**config.mk**
```make
export PLATFORM = sky130hd
export DESIGN_NAME = contador_palabras_flat
export DESIGN_NICKNAME = d
export VERILOG_FILES = /design/src/rtl/contador_palabras_if.sv /design/src/rtl/contador_palabras.sv /design/src/flat_wrapper.sv
export SDC_FILE = /design/constraint.sdc
export NUM_CORES = 1
export LEC_CHECK = 0
export CAP_MARGIN = 5
export CORE_MARGIN = 2
export CORE_UTILIZATION = 49
export DETAILED_ROUTE_END_ITERATION = 6
export HOLD_SLACK_MARGIN = 0.05
export PLACE_DENSITY = 0.74
export SYNTH_ARGS = -nofsm -noshare
export SYNTH_HDL_FRONTEND = slang
export SYNTH_SLANG_ARGS = --single-unit
```
**constraint.sdc**
```tcl
create_clock -name clk -period 2.45 [get_ports clk]
set_input_delay 0.49 -clock clk [delete_from_list [all_inputs] [get_ports clk]]
set_output_delay 0.49 -clock clk [all_outputs]
set_load 0.05 [all_outputs]
```
**src/rtl/contador_palabras_if.sv**
```systemverilog
// contador_palabras_if: pop/empty strobes, FSM status and probe-read port of the word counter
interface contador_palabras_if #(parameter int CNT_W = 5);
   logic             init;
   logic             idle;
   logic             pop_in0, pop_in1, pop_in2, pop_in3;
   logic             empty0, empty1, empty2, empty3;
   logic             req;
   logic [1:0]       idx;
   logic [CNT_W-1:0] contador;
   logic             valid;
   modport master (
      output init, idle, pop_in0, pop_in1, pop_in2, pop_in3,
             empty0, empty1, empty2, empty3, req, idx,
      input  contador, valid
   );
   modport slave (
      input  init, idle, pop_in0, pop_in1, pop_in2, pop_in3,
             empty0, empty1, empty2, empty3, req, idx,
      output contador, valid
   );
endinterface

```
**src/rtl/contador_palabras.sv**
```systemverilog
// contador_palabras: counts effective pops of four output FIFOs and serves probe reads while IDLE
module contador_palabras #(parameter int CNT_W = 5) (
   input logic               clk,
   input logic               reset,
   contador_palabras_if.slave bus
);
   typedef enum logic [1:0] {WAIT, PEND, RESP} state_t;
   state_t           state_q;
   logic [1:0]       idx_q;
   logic [CNT_W-1:0] contador_q;
   logic             valid_q;
   logic [CNT_W-1:0] cnt_q [4];
   logic [CNT_W-1:0] cnt_d [4];
   logic [3:0]       eff;
   logic             go;
   logic [1:0]       sel;
   always_comb begin
      eff = {bus.pop_in3 & ~bus.empty3, bus.pop_in2 & ~bus.empty2,
             bus.pop_in1 & ~bus.empty1, bus.pop_in0 & ~bus.empty0};
      for (int i = 0; i < 4; i++) cnt_d[i] = bus.init ? '0 : cnt_q[i] + CNT_W'(eff[i]);
      go  = (state_q == PEND) ? bus.idle : bus.req & bus.idle;
      sel = (state_q == PEND) ? idx_q : bus.idx;
   end
   always_ff @(posedge clk or negedge reset)
      if (!reset) for (int i = 0; i < 4; i++) cnt_q[i] <= '0;
      else for (int i = 0; i < 4; i++) cnt_q[i] <= cnt_d[i];
   // The response samples cnt_q, i.e. the count before this edge's pop or clear.
   always_ff @(posedge clk or negedge reset)
      if (!reset) begin
         state_q    <= WAIT;
         idx_q      <= '0;
         contador_q <= '0;
         valid_q    <= 1'b0;
      end else begin
         valid_q    <= go;
         contador_q <= go ? cnt_q[sel] : '0;
         state_q    <= go ? RESP : (state_q == PEND || bus.req) ? PEND : WAIT;
         if (state_q != PEND && bus.req) idx_q <= bus.idx;
      end
   assign bus.contador = contador_q;
   assign bus.valid    = valid_q;
endmodule

```
**src/flat_wrapper.sv**
```systemverilog
// flat-port wrapper written by rule: the top's interface ports become plain ports
module contador_palabras_flat 
#(parameter int CNT_W = 5)
  (clk, reset, bus_init, bus_idle, bus_pop_in0, bus_pop_in1, bus_pop_in2, bus_pop_in3, bus_empty0, bus_empty1, bus_empty2, bus_empty3, bus_req, bus_idx, bus_contador, bus_valid);
  contador_palabras_if #(.CNT_W(CNT_W)) bus_i ();
  input logic clk;
  input logic reset;
  input wire logic [$bits(bus_i.init)-1:0] bus_init;
  input wire logic [$bits(bus_i.idle)-1:0] bus_idle;
  input wire logic [$bits(bus_i.pop_in0)-1:0] bus_pop_in0;
  input wire logic [$bits(bus_i.pop_in1)-1:0] bus_pop_in1;
  input wire logic [$bits(bus_i.pop_in2)-1:0] bus_pop_in2;
  input wire logic [$bits(bus_i.pop_in3)-1:0] bus_pop_in3;
  input wire logic [$bits(bus_i.empty0)-1:0] bus_empty0;
  input wire logic [$bits(bus_i.empty1)-1:0] bus_empty1;
  input wire logic [$bits(bus_i.empty2)-1:0] bus_empty2;
  input wire logic [$bits(bus_i.empty3)-1:0] bus_empty3;
  input wire logic [$bits(bus_i.req)-1:0] bus_req;
  input wire logic [$bits(bus_i.idx)-1:0] bus_idx;
  output wire logic [$bits(bus_i.contador)-1:0] bus_contador;
  output wire logic [$bits(bus_i.valid)-1:0] bus_valid;
  assign bus_i.init = bus_init;
  assign bus_i.idle = bus_idle;
  assign bus_i.pop_in0 = bus_pop_in0;
  assign bus_i.pop_in1 = bus_pop_in1;
  assign bus_i.pop_in2 = bus_pop_in2;
  assign bus_i.pop_in3 = bus_pop_in3;
  assign bus_i.empty0 = bus_empty0;
  assign bus_i.empty1 = bus_empty1;
  assign bus_i.empty2 = bus_empty2;
  assign bus_i.empty3 = bus_empty3;
  assign bus_i.req = bus_req;
  assign bus_i.idx = bus_idx;
  assign bus_contador = bus_i.contador;
  assign bus_valid = bus_i.valid;
  contador_palabras #(.CNT_W(CNT_W)) u_core (.clk(clk), .reset(reset), .bus(bus_i));
endmodule
```
==> results of run 1 <==
-- final timing paths --
path,from,endpoint
max,u_core.state_q[1]$_DFF_PN0_,bus_valid
max reg2reg,u_core.state_q[1]$_DFF_PN0_,u_core.bus.contador[3]$_DFF_PN0_
min reg2reg,u_core.idx_q[1]$_DFFE_PN0P_,u_core.idx_q[1]$_DFFE_PN0P_
max in group asynchronous,reset,u_core.idx_q[1]$_DFFE_PN0P_
min,u_core.idx_q[1]$_DFFE_PN0P_,u_core.idx_q[1]$_DFFE_PN0P_
min in group asynchronous,reset,u_core.cnt_q[10]$_DFF_PN0_
-- cells by family after synthesis --
family / synth area share (%)
flip-flops: 53.95
AO/OA/AOI/OAI: 3.627
adder cells (fa/ha/maj): 7.442
XOR/XNOR: 7.814
AND/OR/NAND/NOR: 16.74
buffers and inverters: 1.395
multiplexers: 9.024
-- final cells by class --
cell class                 instances  area [um2]  area share, %
clock buffer                       7       55.05          3.369
timing repair buffer              22       215.2          13.17
tap                               30       37.54          2.297
sequential                        29       725.7          44.41
multi-input combinational         82       600.6          36.75
-- per-stage QoR --
step	hold slack (ps)	power (mW)
after floorplan	194.4	0.5761
after global placement	482.5	0.6229
after detailed placement	489.3	0.6254
after CTS	507.1	0.9192
after global routing	523.9	0.9534
final	505.2	0.9007
-- power groups by stage --
stage	logic [mW]	clock network, mW	registers, mW
6_report	0.111	0.285	0.505
5_1_grt	0.125	0.322	0.507
4_1_cts	0.112	0.302	0.505
3_5_place_dp	0.111	0	0.514
3_3_place_gp	0.110	0	0.513
2_1_floorplan	0.0562	0	0.520
-- placed cells by master, fill, tap and decap left out, types with 2 or more instances in the layout --
cell and n:
mux2i_1 11, nor2b_1 13, xor2_1 8, nand3_1 8, xnor2_1 4, buf_4 2
clkdlybuf4s50_1 20, dfrtp_1 29, clkbuf_4 5, ha_1 8, nor2_1 15, o22ai_1 5
-- flip-flops by register name, indices dropped and copies added, names as in the netlist --
name	flops
u_core.bus.contador	5
u_core.cnt_q	20
u_core.idx_q	2
u_core.state_q	2
-- routing by layer --
metal / up-vias / part of all wire [%]
met5: - / 0
met4: 0 / 1.3
met3: 3 / 5.5
met2: 25 / 49
met1: 422 / 44
li1: 434 / -
==> results.yml, run 1 <==
run_status:
  status: "complete, no violations"
clocking:
  clock_path_buffers: 2
  cts-root-buf: "clkbuf_4"
  cts_setup_buffers: 0
  path_clk_slew_ps: 80
  ctsResizeCount: 0
  cts-hold-fix-buffers: 0
  tritoncts: "yes"
  h-tree-depth: 2
  clock_sinks: 29
  cts_made_buffers: 5
  clkLatencyLatePin_ps: 320
power:
  pwr-share-clk_pct: 31.7
  switchingPower_uw: 214.9
  switching_share_pct: 23.86
  internal-power_uw: 685.8
  power_density_nw_per_um2: 551.2
  p_comb_share_pct: 12.3
  peakVddDrop_v: 0.0004557
  seqPwrFrac_pct: 56.0
  power.leakage_nw: 0.7863
timing:
  report.final.slew_viol_count: 0
  setup_violations: 0
  setup-tns-final_ps: 0
  layout_setup_ws_ps: 462.0
  clock.fmax_ghz: 0.5030
  tightest_slew_ps: 719.7
  finalCritPeriodShare_pct: 81.14
  clock_skew_ps: 7.139
  hold_violations: 0
  period_needed_ps: 1988
  rsz0062_at_grt: "no"
  relSlewSlack_pct: 51.87
die:
  die_area_um2: 3180
  start_util_pct: 52.85
  die_h_um: 56.39
  pin_count: 21
  core_area_um2: 2545
  row_count: 18
  die_w_um: 56.39
global_routing:
  overflow: 0
  grt_pass1_vias: 988
  grt_max_degree: 30
  use_met1_pct: 21.65
  use_met2_pct: 29.75
  antenna_found_initial: 0
  grt_use_total_pct: 18.10
  grt.busiest_layer: "met2"
  grt_pass1_wl_mm: 4.340
  grtUsageMet3_pct: 7.143
synthesis:
  ys_ff_latch: 29
  synthCells: 114
  synth_flop_cell: "dfrtp_1"
  yosysTopAreaCell: "dfrtp_1"
  ys_async_sr_fraction_pct: 100.0
  seq_area_frac_synth_pct: 53.95
  syn-mean-instance-area_um2: 11.80
  ys_types: 21
  yosysTopAreaCellShare_pct: 53.95
  yosysMostFrequentCell: "dfrtp_1"
  synth_commonest_cells: "dfrtp_1, nor2_1, nor2b_1"
  synth.yosys.warnings: 0
  synth_fp_nets: 137
  synthTopCellsByArea: "dfrtp_1, mux2i_1, ha_1"
  synth_area_um2: 1345
  synth_edf_count: 0
drt:
  drt_iter0_markers: 32
  finalWirelength_mm: 2.318
  wl_per_cell_um: 13.64
  first_pass_iters: 4
  detail-route-antenna-nets: 0
  drc: 0
  viasPerCell: 5.200
  via_count: 884
critical_path:
  crit_type: "reg2out"
  max_stage_delay_ps: 810
  cp-start-kind: "register"
  slowest_stage: "clkdlybuf4s50_1"
  path_depth: 1
  cp.arrival_ps: 1500
  ff2ff_setup_slack_ps: 960
  cp_cell_sequence: "clkdlybuf4s50_1"
  critical-path-top-delay-family: "buffers and inverters"
  r2r_cells: 4
  required_ps: 1960
  end_kind: "primary output"
  worstPathMaxFanout: 3
  crit_buf_inv: 1
layout:
  design_area_um2: 1634
  instances_no_fill: 170
  n_antenna_cell: 0
  drive_gt1_share_pct: 8.571
  area_growth_pct: 21.49
  fill_cells: 224
  nets: 163
  finalCoreUtilization_pct: 64.21
place:
  dpl_cell_area_um2: 1579
  io_buffers: 20
  dp_cells: 163
  place.gp.congestion: 0.8561
  hpwl_mm: 1.694
  post-place-ws_ps: 537.7
worst_hold_path:
  hold_path_class: "reg2reg"
  min_path_cells: 1
job:
  cap_violations: 0
Note: power is estimated with default switching activity, not from simulation.
==> inputs of run 2 (changes only) <==
- CORE_UTILIZATION: 49 -> 47
- clock period: 2.45 -> 1.6 ns (I/O delays scaled with it)
==> run 2 against run 1 <==
Against the previous run:
- first-iteration DRC count stayed put
- sequential share of layout area is 0.89 points lower
- clock skew is 3.5 ps lower
- register-to-register slack worse by 820 ps
- combinational power is 65% higher
- sequential power is 53% higher
- cell count is 4.7% higher
- worst setup slack worse by 330 ps
- global-route usage is 0.18 points lower
- largest power group unchanged
==> results.yml, run 2 (synthesis results as in run 1) <==
place:
  io_buffers: 20
  hpwl_mm: 1.723
  dp_cells: 169
  dpl_cell_area_um2: 1604
  place.gp.congestion: 0.8035
  post-place-ws_ps: -112.6
layout:
  seq_area_um2: 726.9
  final_cell_mix: "dfrtp_1, nor2_1, clkdlybuf4s50_1"
  nets: 169
  largest_reg_flops: 20
  multi_input_area_um2: 604.3
  fill_cells: 234
  drive_gt1_share_pct: 18.37
  design_area_um2: 1670
  area_growth_pct: 24.19
  finalCoreUtilization_pct: 61.10
  instances_no_fill: 178
  n_antenna_cell: 0
  layout_commonest_cell: "dfrtp_1"
  largest_register: "u_core.cnt_q"
critical_path:
  crit_type: "reg2reg"
  cp-start-kind: "register"
  worstPathMaxFanout: 5
  max_stage_delay_ps: 410
  end_kind: "register"
  slowest_stage: "dfrtp_2"
  critical-path-top-delay-family: "multiplexers"
  cp.arrival_ps: 1660
  required_ps: 1790
  cp_cell_sequence: "nand2b_4, mux2i_2, buf_4, mux2i_1, o22ai_1"
  crit_buf_inv: 1
power:
  power_mw: 1.378
  power_density_nw_per_um2: 825.1
  peakVddDrop_v: 0.0006574
  power.leakage_nw: 0.8246
die:
  start_util_pct: 49.20
  core_area_um2: 2734
  die_w_um: 57.50
  row_count: 19
  die_h_um: 57.50
  die_area_um2: 3306
  pin_count: 21
timing:
  report.final.slew_viol_count: 0
  clock.fmax_ghz: 0.6827
  setup-tns-final_ps: 0
  hold_violations: 0
  relSlewSlack_pct: 62.49
  clock_skew_ps: 3.595
  tightest_slew_ps: 556.8
  setup_violations: 0
  finalCritPeriodShare_pct: 91.55
  layout_setup_ws_ps: 135.1
  period_needed_ps: 1465
  holdWs_ps: 360.2
  rsz0062_at_grt: "no"
global_routing:
  overflow: 0
  grt_use_total_pct: 17.92
  grt_max_degree: 30
  grt_pass1_vias: 951
  grt_pass1_wl_mm: 4.409
  antenna_found_initial: 0
clocking:
  tritoncts: "yes"
  cts_setup_buffers: 0
  clkLatencyLatePin_ps: 330
  clock_sinks: 29
  cts-hold-fix-buffers: 0
  path_clk_slew_ps: 90
  cts-root-buf: "clkbuf_4"
  clock_path_buffers: 2
  cts_made_buffers: 5
  ctsResizeCount: 0
  h-tree-depth: 2
drt:
  drc: 0
  detail-route-antenna-nets: 0
  wl_per_cell_um: 13.42
  first_pass_iters: 4
  finalWirelength_mm: 2.388
  viasPerCell: 5.067
  via_count: 902
  drt_iter0_markers: 32
job:
  cap_violations: 0
worst_hold_path:
  hold_path_class: "in2async"
run_status:
  status: "complete, no violations"
-- run 2: final cells by class --
class	count	share of cell area, %
Sequential cell	29	43.52
Timing Repair Buffer	28	14.91
Multi-Input combinational cell	82	36.18
Clock inverter	2	0.5993
Tap cell	31	2.322
Clock buffer	6	2.472
-- run 2: where the power goes --
part	leakage [nW]	internal [mW]	switching (mW)
clock network	0.0320	0.167	0.255
logic	0.399	0.0974	0.0858
registers	0.394	0.757	0.0166
total	0.825	1.02	0.357
-- run 2: worst paths after layout --
check | startpoint | to | slack (ps) | cells after the start
max | u_core.state_q[1]$_DFF_PN0_ | u_core.bus.contador[4]$_DFF_PN0_ | 140 | 5
min | reset | u_core.idx_q[0]$_DFFE_PN0P_ | 360 | 2
max reg2reg | u_core.state_q[1]$_DFF_PN0_ | u_core.bus.contador[4]$_DFF_PN0_ | 140 | 5
min reg2reg | u_core.idx_q[1]$_DFFE_PN0P_ | u_core.idx_q[1]$_DFFE_PN0P_ | 510 | 1
max in group asynchronous | reset | u_core.state_q[1]$_DFF_PN0_ | 950 | 2
min in group clk | u_core.idx_q[1]$_DFFE_PN0P_ | u_core.idx_q[1]$_DFFE_PN0P_ | 510 | 1
-- run 2: metal layers --
layer	vias to the layer above	global-route usage, %	share of wire (%)
li1	446	-	-
met1	429	22.75	44
met2	22	27.76	48
met3	5	7.483	6.5
met4	0	5.980	1.9
met5	-	0	0
==> inputs of run 3 (changes only) <==
- TNS_END_PERCENT: unset -> 10
==> results of run 3 <==
Same layout as run 2: the final DEF is identical, and so are final timing and power.
